==> src/rtl/serial_pkg.sv <==
// Shared definitions for the serial bit-link transmit and receive blocks.
// Holds the default word width, the transmitter FSM encoding and the bit order.
package serial_pkg;

    localparam int unsigned W_DEFAULT = 4;

    localparam bit MSB_FIRST = 1'b1;

    typedef enum logic {
        IDLE,
        SHIFT
    } tx_state_t;

endpackage

==> src/rtl/serial_tx_fifo.sv <==
// Show-ahead synchronous FIFO feeding the serial transmitter shift register.
// dout always presents the head word; pushes when full and pops when empty are ignored.
module serial_tx_fifo #(
    parameter int unsigned W     = 4,
    parameter int unsigned DEPTH = 2
) (
    input  logic                     clk,
    input  logic                     rst,
    input  logic                     push,
    input  logic                     pop,
    input  logic [W-1:0]             din,
    output logic [W-1:0]             dout,
    output logic                     full,
    output logic                     empty,
    output logic [$clog2(DEPTH):0]   level
);

    localparam int unsigned AW = $clog2(DEPTH);

    logic [W-1:0]  mem [DEPTH];
    logic [AW-1:0] wr_ptr;
    logic [AW-1:0] rd_ptr;
    logic [AW:0]   count;
    logic          do_push;
    logic          do_pop;

    assign full    = (count == (AW+1)'(DEPTH));
    assign empty   = (count == '0);
    assign level   = count;
    assign dout    = mem[rd_ptr];
    assign do_push = push && !full;
    assign do_pop  = pop && !empty;

    always_ff @(posedge clk) begin
        if (do_push) begin
            mem[wr_ptr] <= din;
        end
    end

    // Pointers wrap naturally because DEPTH is a power of two.
    always_ff @(posedge clk) begin
        if (rst) begin
            wr_ptr <= '0;
            rd_ptr <= '0;
            count  <= '0;
        end else begin
            if (do_push) begin
                wr_ptr <= wr_ptr + 1'b1;
            end
            if (do_pop) begin
                rd_ptr <= rd_ptr + 1'b1;
            end
            case ({do_push, do_pop})
                2'b10:   count <= count + 1'b1;
                2'b01:   count <= count - 1'b1;
                default: count <= count;
            endcase
        end
    end

endmodule

==> src/rtl/serial_word_tx.sv <==
// Parallel-in, serial-out word transmitter with first/last framing strobes.
// Words are buffered in a small FIFO and shifted out one bit per CS=1 edge.
module serial_word_tx
    import serial_pkg::*;
#(
    parameter int unsigned W     = W_DEFAULT,
    parameter int unsigned DEPTH = 2
) (
    input  logic                     clk,
    input  logic                     rst,
    input  logic                     CS,
    input  logic [W-1:0]             in_data,
    input  logic                     in_valid,
    output logic                     in_ready,
    output logic                     sout,
    output logic                     sout_valid,
    output logic                     sout_first,
    output logic                     sout_last,
    output logic [$clog2(DEPTH):0]   level
);

    localparam int unsigned CW   = $clog2(W);
    localparam logic [CW-1:0] LAST = CW'(W - 1);

    tx_state_t     state;
    logic [W-1:0]  shreg;
    logic [CW-1:0] bitcnt;

    logic [W-1:0]  head;
    logic          full;
    logic          empty;
    logic          push;
    logic          load;
    logic          at_last;

    assign in_ready = !full && !rst;
    assign push     = in_valid && in_ready;
    assign at_last  = (state == SHIFT) && (bitcnt == LAST);

    // A load both fills shreg and pops the head, so it is the FIFO's only pop source.
    always_comb begin
        load = 1'b0;
        if (CS && !empty && ((state == IDLE) || at_last)) begin
            load = 1'b1;
        end
    end

    serial_tx_fifo #(
        .W     (W),
        .DEPTH (DEPTH)
    ) u_fifo (
        .clk   (clk),
        .rst   (rst),
        .push  (push),
        .pop   (load),
        .din   (in_data),
        .dout  (head),
        .full  (full),
        .empty (empty),
        .level (level)
    );

    always_ff @(posedge clk) begin
        if (rst) begin
            state  <= IDLE;
            shreg  <= '0;
            bitcnt <= '0;
        end else if (CS) begin
            if (load) begin
                shreg  <= head;
                bitcnt <= '0;
                state  <= SHIFT;
            end else begin
                case (state)
                    IDLE: begin
                        state <= IDLE;
                    end
                    SHIFT: begin
                        if (bitcnt != LAST) begin
                            shreg  <= MSB_FIRST ? {shreg[W-2:0], 1'b0} : {1'b0, shreg[W-1:1]};
                            bitcnt <= bitcnt + 1'b1;
                        end else begin
                            shreg  <= '0;
                            bitcnt <= '0;
                            state  <= IDLE;
                        end
                    end
                    default: state <= IDLE;
                endcase
            end
        end
    end

    // shreg is cleared whenever the FSM is idle, so sout needs no state qualification.
    assign sout       = MSB_FIRST ? shreg[W-1] : shreg[0];
    assign sout_valid = (state == SHIFT);
    assign sout_first = (state == SHIFT) && (bitcnt == '0);
    assign sout_last  = at_last;

endmodule

==> config.mk <==
export PLATFORM = sky130hd
export DESIGN_NAME = serial_word_tx
export DESIGN_NICKNAME = d
export VERILOG_FILES = /design/src/rtl/serial_pkg.sv /design/src/rtl/serial_tx_fifo.sv /design/src/rtl/serial_word_tx.sv
export SDC_FILE = /design/constraint.sdc
export NUM_CORES = 1
export LEC_CHECK = 0
export CORE_MARGIN = 5
export CORE_UTILIZATION = 40
export CTS_BUF_LIST = sky130_fd_sc_hd__clkbuf_16
export DETAILED_ROUTE_END_ITERATION = 10
export HOLD_SLACK_MARGIN = 0.12
export PLACE_DENSITY = 0.73
export SKIP_CTS_REPAIR_TIMING = 1
export SYNTH_ARGS = -nofsm -noshare
export SYNTH_HDL_FRONTEND = slang
export SYNTH_SLANG_ARGS = --single-unit
==> constraint.sdc <==
create_clock -name clk -period 2.1 [get_ports clk]
set_input_delay 0.42 -clock clk [delete_from_list [all_inputs] [get_ports clk]]
set_output_delay 0.42 -clock clk [all_outputs]
set_load 0.005 [all_outputs]
# After elaboration in Yosys (flattened, before gate mapping)
# Memories as Yosys holds them, arrays and structs flattened. A register that Yosys moved wholly into a read port is not among the register bits.
# Cells that the tools add are included.
# classes
n_addsub	5
eq_ne	5
mux	15
bitwise	1
reduce_logical	17
# ops
cell	count
two-way mux 4 bit	3
logical AND 1 bit	8
two-way mux 1 bit	7
== test 2 bit (second input constant)	3
two-way mux 2 bit	3
adder 2 x 1 -> 2 bit (second input constant)	2
zero test 2 bit	2
case mux 2 bit (2 select lines)	1
nonzero test 2 bit	2
zero test 1 bit	3
adder 1 bit (second input constant)	2
== test 2 x 1 -> 1 bit (second input constant)	1
inequality test 2 bit (second input constant)	1
case mux 1 bit (2 select lines)	1
AND reduction 2 bit	1
subtractor 2 x 1 -> 2 bit (second input constant)	1
logical OR 1 bit	1
inverter 1 bit	1
# totals
ff_bits	11
mem_bits_rw	8
in_bits	8
out_inout_bits	7
elab_cells	50
memories	1
# mem_list
name	words	width	read_ports	rd_clocked_by_memory_dff	write_ports	line	source
u_fifo.mem	2	4	1	1	1	serial_tx_fifo.sv:20	logic [W-1:0] mem [DEPTH];

# Longest topological paths before layout
# logic_depth
depth_word	8
mapped_depth	8
depth_no_buf	7

# Modules after synthesis
# Synthesis repeated with hierarchy kept, for this count alone.
# unflattened
hier_cells	90
area_unflattened_um2	917.1
# modules_own_cells
mod	instances	cells_per_inst	area_each_um2	seq_area_each_um2
serial_tx_fifo	1	38	509.2	340.3
serial_word_tx	1	52	407.9	140.1

# Worst setup path before layout
# No wires, ideal clock.
# synth_timing
kind	input to register
start	input port rst
end	register u_fifo.count[1] (netlist: u_fifo.level[1])
setup_time_ps	70
arrival_time_ps	1752
required_ps	2030
slack_ps	278
cell_stages	5
n_path_buf	1
cell_sequence	clkbuf_1 > or3_1 > ha_1 > or3_1 > a21oi_1
# synth_between
elab_chain_cells	6
elab_cells_between_ends	8
classes_between	2 x eq/ne; 1 x mux; 5 x reduce/logical
# synth_rtl
element	line	source
start: declaration	serial_word_tx.sv:10	input logic rst,
zero test 1 bit	serial_word_tx.sv:36	assign in_ready = !full && !rst;
logical AND 1 bit	serial_word_tx.sv:36	
logical AND 1 bit	serial_word_tx.sv:37	assign push = in_valid && in_ready;
logical AND 1 bit	serial_tx_fifo.sv:31	assign do_push = push && !full;
== test 2 x 1 -> 1 bit / == test 2 bit (equally long branches)	serial_tx_fifo.sv:53	case ({do_push, do_pop})
case mux 2 bit (2 select lines) / nonzero test 2 bit (equally long branches)	-	
end signal: assignment	serial_tx_fifo.sv:54	2'b10: count <= count + 1'b1;
end signal: assignment	serial_tx_fifo.sv:55	2'b01: count <= count - 1'b1;
end signal: assignment	serial_tx_fifo.sv:56	default: count <= count;
end: declaration	serial_tx_fifo.sv:23	logic [AW:0] count;
# Several ways; a longest one is shown, not always the timed one.
# A chain may end at the register's enable or synchronous reset.

# Worst setup path after layout
# layout_timing
start	register bitcnt[0]
end	output port sout_last
# layout_between
elab_chain_cells	2
# layout_rtl
element	line	source
start: declaration	serial_word_tx.sv:27	logic [CW-1:0] bitcnt;
start signal: assignment	serial_word_tx.sv:81	bitcnt <= bitcnt + 1'b1;
== test 2 bit	serial_word_tx.sv:38	assign at_last = (state == SHIFT) && (bitcnt == LAST);
logical AND 1 bit	serial_word_tx.sv:38	
end: declaration	serial_word_tx.sv:18	output logic sout_last,
# Every way passes these cells.

==> metrics.cfg <==
[synth]
synthTopCellsByCount = dfxtp_1, edfxtp_1, a21oi_1, inv_1, or3_1
syn_avg_cell_area_sq_um = 10.7
syn_inst = 83
synth-seq-area-share = 0.542
yosys_warnings = 0
synth_top_cell_area_share = 0.271
synth_area_leader_cell = dfxtp_1
syn-num-nets = 94
syn_area_sq_um = 887
postSynth.asyncResetShare = 0
yosys-top-cells-area = dfxtp_1, edfxtp_1, mux2i_1
ys_types = 31
synth_edf_count = 8
synth_flop_cell = dfxtp_1
ys_seq_elements = 20
synth.most_common_cell = dfxtp_1

[pwr]
p_leak_nw = 0.437
peakVddDrop_v = 0.000619
finalPower_mw = 1.30
cellPowerDensity_nw_per_um2 = 1110

[worst_setup_path]
crit_type = reg -> out
cpPeakStageDelay_ns = 0.49
crit_chain = ha_1, and2_2, clkdlybuf4s50_1
critPathRequiredTime_ns = 1.68
cp-end-kind = primary output
critPathMaxFanout = 5
worstPathArrival_ns = 1.60
reg2regPathDepth = 6
crit_path_top_delay_cell = clkdlybuf4s50_1
startpoint = bitcnt[0]
cp-start-kind = flop
r2r-start = bitcnt[0]

[clocking]
clk_latency_ns = 0.25
tritoncts = built
clock-root-buffer = clkbuf_16
cts-htree-levels = 1
clkTransAtPathRegs_ns = 0.05
clkSinkCount = 20
cts_max_path_buffers = 2
numCtsBuffers = 3

[floorplan]
die_w_microns = 57.1
rows = 17
die_h_microns = 57.1
ioPinCount = 15
core_sq_um = 2170
die-area_sq_um = 3260
start_util = 0.409

[timing]
hold-worst-slack_ns = 0.469
worst_clock_skew_ns = 0.00283
max_clock_freq_mhz = 495
timing.final.crit_share = 0.963
relSlewSlack = 0.832
setup-violations-final = 0
finalHoldViolCount = 0
rsz0062_at_grt = no
min_period_ns = 2.02
setup_tns_ns = 0
worst_pin_slew_ns = 0.252
final_max_slew_viol_count = 0

[placed_design]
dpl.cell_count = 129
gp_congestion = 0.744
io_buffers = 14
dp_hpwl_microns = 1150

[status]
status = complete, no violations

[cells_and_area]
multi_input_area_sq_um = 364
utilization = 0.541
syn_to_final_growth_pct = 32.3
drive_gt1_frac = 0.143
instances_no_fill = 133
nFillCells = 203
ff_latch_area_sq_um = 480
finalNetCount = 117
diodes = 0

[detailed_routing]
vias_per_cell = 4.91
drc = 0
vias = 653
ant_nets = 0
drtIter0Drc = 16
routed_wl_microns = 1620
wl_per_cell_microns = 12.1
dr.pass1.iters = 3

[min_path]
whs_path_depth = 2
hp-class = reg -> reg
hold_start = shreg[0]

[flow_run]
max-cap-violations = 0

[grt]
grt_max_degree = 12
first_global_vias = 662
gr-total-overflow = 0
antenna_found_initial = 0
track_usage = 0.109
grt_first_pass_wirelength_microns = 2740

==> cell usage in the layout (no fill, tap or decap), types with 4 or more instances in the layout <==
cell / Yosys / routed
inv_1: 6 / 7
o21ai_1: 4 / 4
dfxtp_1: 12 / 12
buf_4: 0 / 7
a21oi_1: 6 / 6
mux2i_1: 4 / 4
or3_1: 6 / 6
edfxtp_1: 8 / 8
nand2_1: 5 / 5
clkdlybuf4s50_1: 0 / 14
==> path summary, 6_finish.rpt <==
check                     to  slack [ns]
max                sout_last        0.08
min reg2reg         shreg[1]        0.47
max reg2reg  u_fifo.level[1]        0.25
min                 shreg[1]        0.47
==> metrics by stage <==
step | setup slack, ns | instance area, sq um
2_1_floorplan | 0.278 | 887
3_3_place_gp | -0.0242 | 1090
3_5_place_dp | -0.0682 | 1090
4_1_cts | 0.0626 | 1170
5_1_grt | 0.0269 | 1170
6_report | 0.0784 | 1170
==> worst max-delay path: cells and delay by family (launching register included) <==
family / cells / cell delay, ns
buf+inv: 1 / 0.49
flops: 1 / 0.38
fa+ha+maj: 1 / 0.31
simple gates: 1 / 0.18
==> power breakdown <==
group	total (mW)	switching (mW)	internal [mW]
clock	0.385	0.131	0.253
sequential	0.540	0.0611	0.479
combinational	0.372	0.164	0.207
==> registers in the layout (all words and copies together), names as in the netlist, named ones only <==
name	flops
bitcnt	2
u_fifo.mem	8
u_fifo.level	2
u_fifo.rd_ptr	1
u_fifo.wr_ptr	1
sout_valid	1
shreg	4
==> cell families (layout without fill, tap and decap cells) <==
group / count (synthesis) / count (layout) / share of synthesized area
buf+inv: 9 / 31 / 0.0479
simple gates: 24 / 24 / 0.157
mux: 4 / 4 / 0.0451
fa+ha+maj: 3 / 3 / 0.0423
xor+xnor: 2 / 2 / 0.0197
flops: 20 / 20 / 0.542
compound gates: 21 / 21 / 0.147
==> cell type report <==
class,instances,area share
inverter,6,0.0192
timing repair buffer,21,0.164
multi-input combinational,54,0.310
clock inverter,1,0.00320
sequential,20,0.409
clock buffer,3,0.0640
tap,28,0.0299
==> per-layer routing <==
layer | vias to the layer above | global-route usage | part of all wire
met3 | 7 | 0.0430 | 0.043
met1 | 289 | 0.128 | 0.46
met4 | 0 | 0.0629 | 0.025
met5 | - | 0 | 0
li1 | 342 | - | -
met2 | 15 | 0.168 | 0.47
Power figures use the tool's default switching activity.
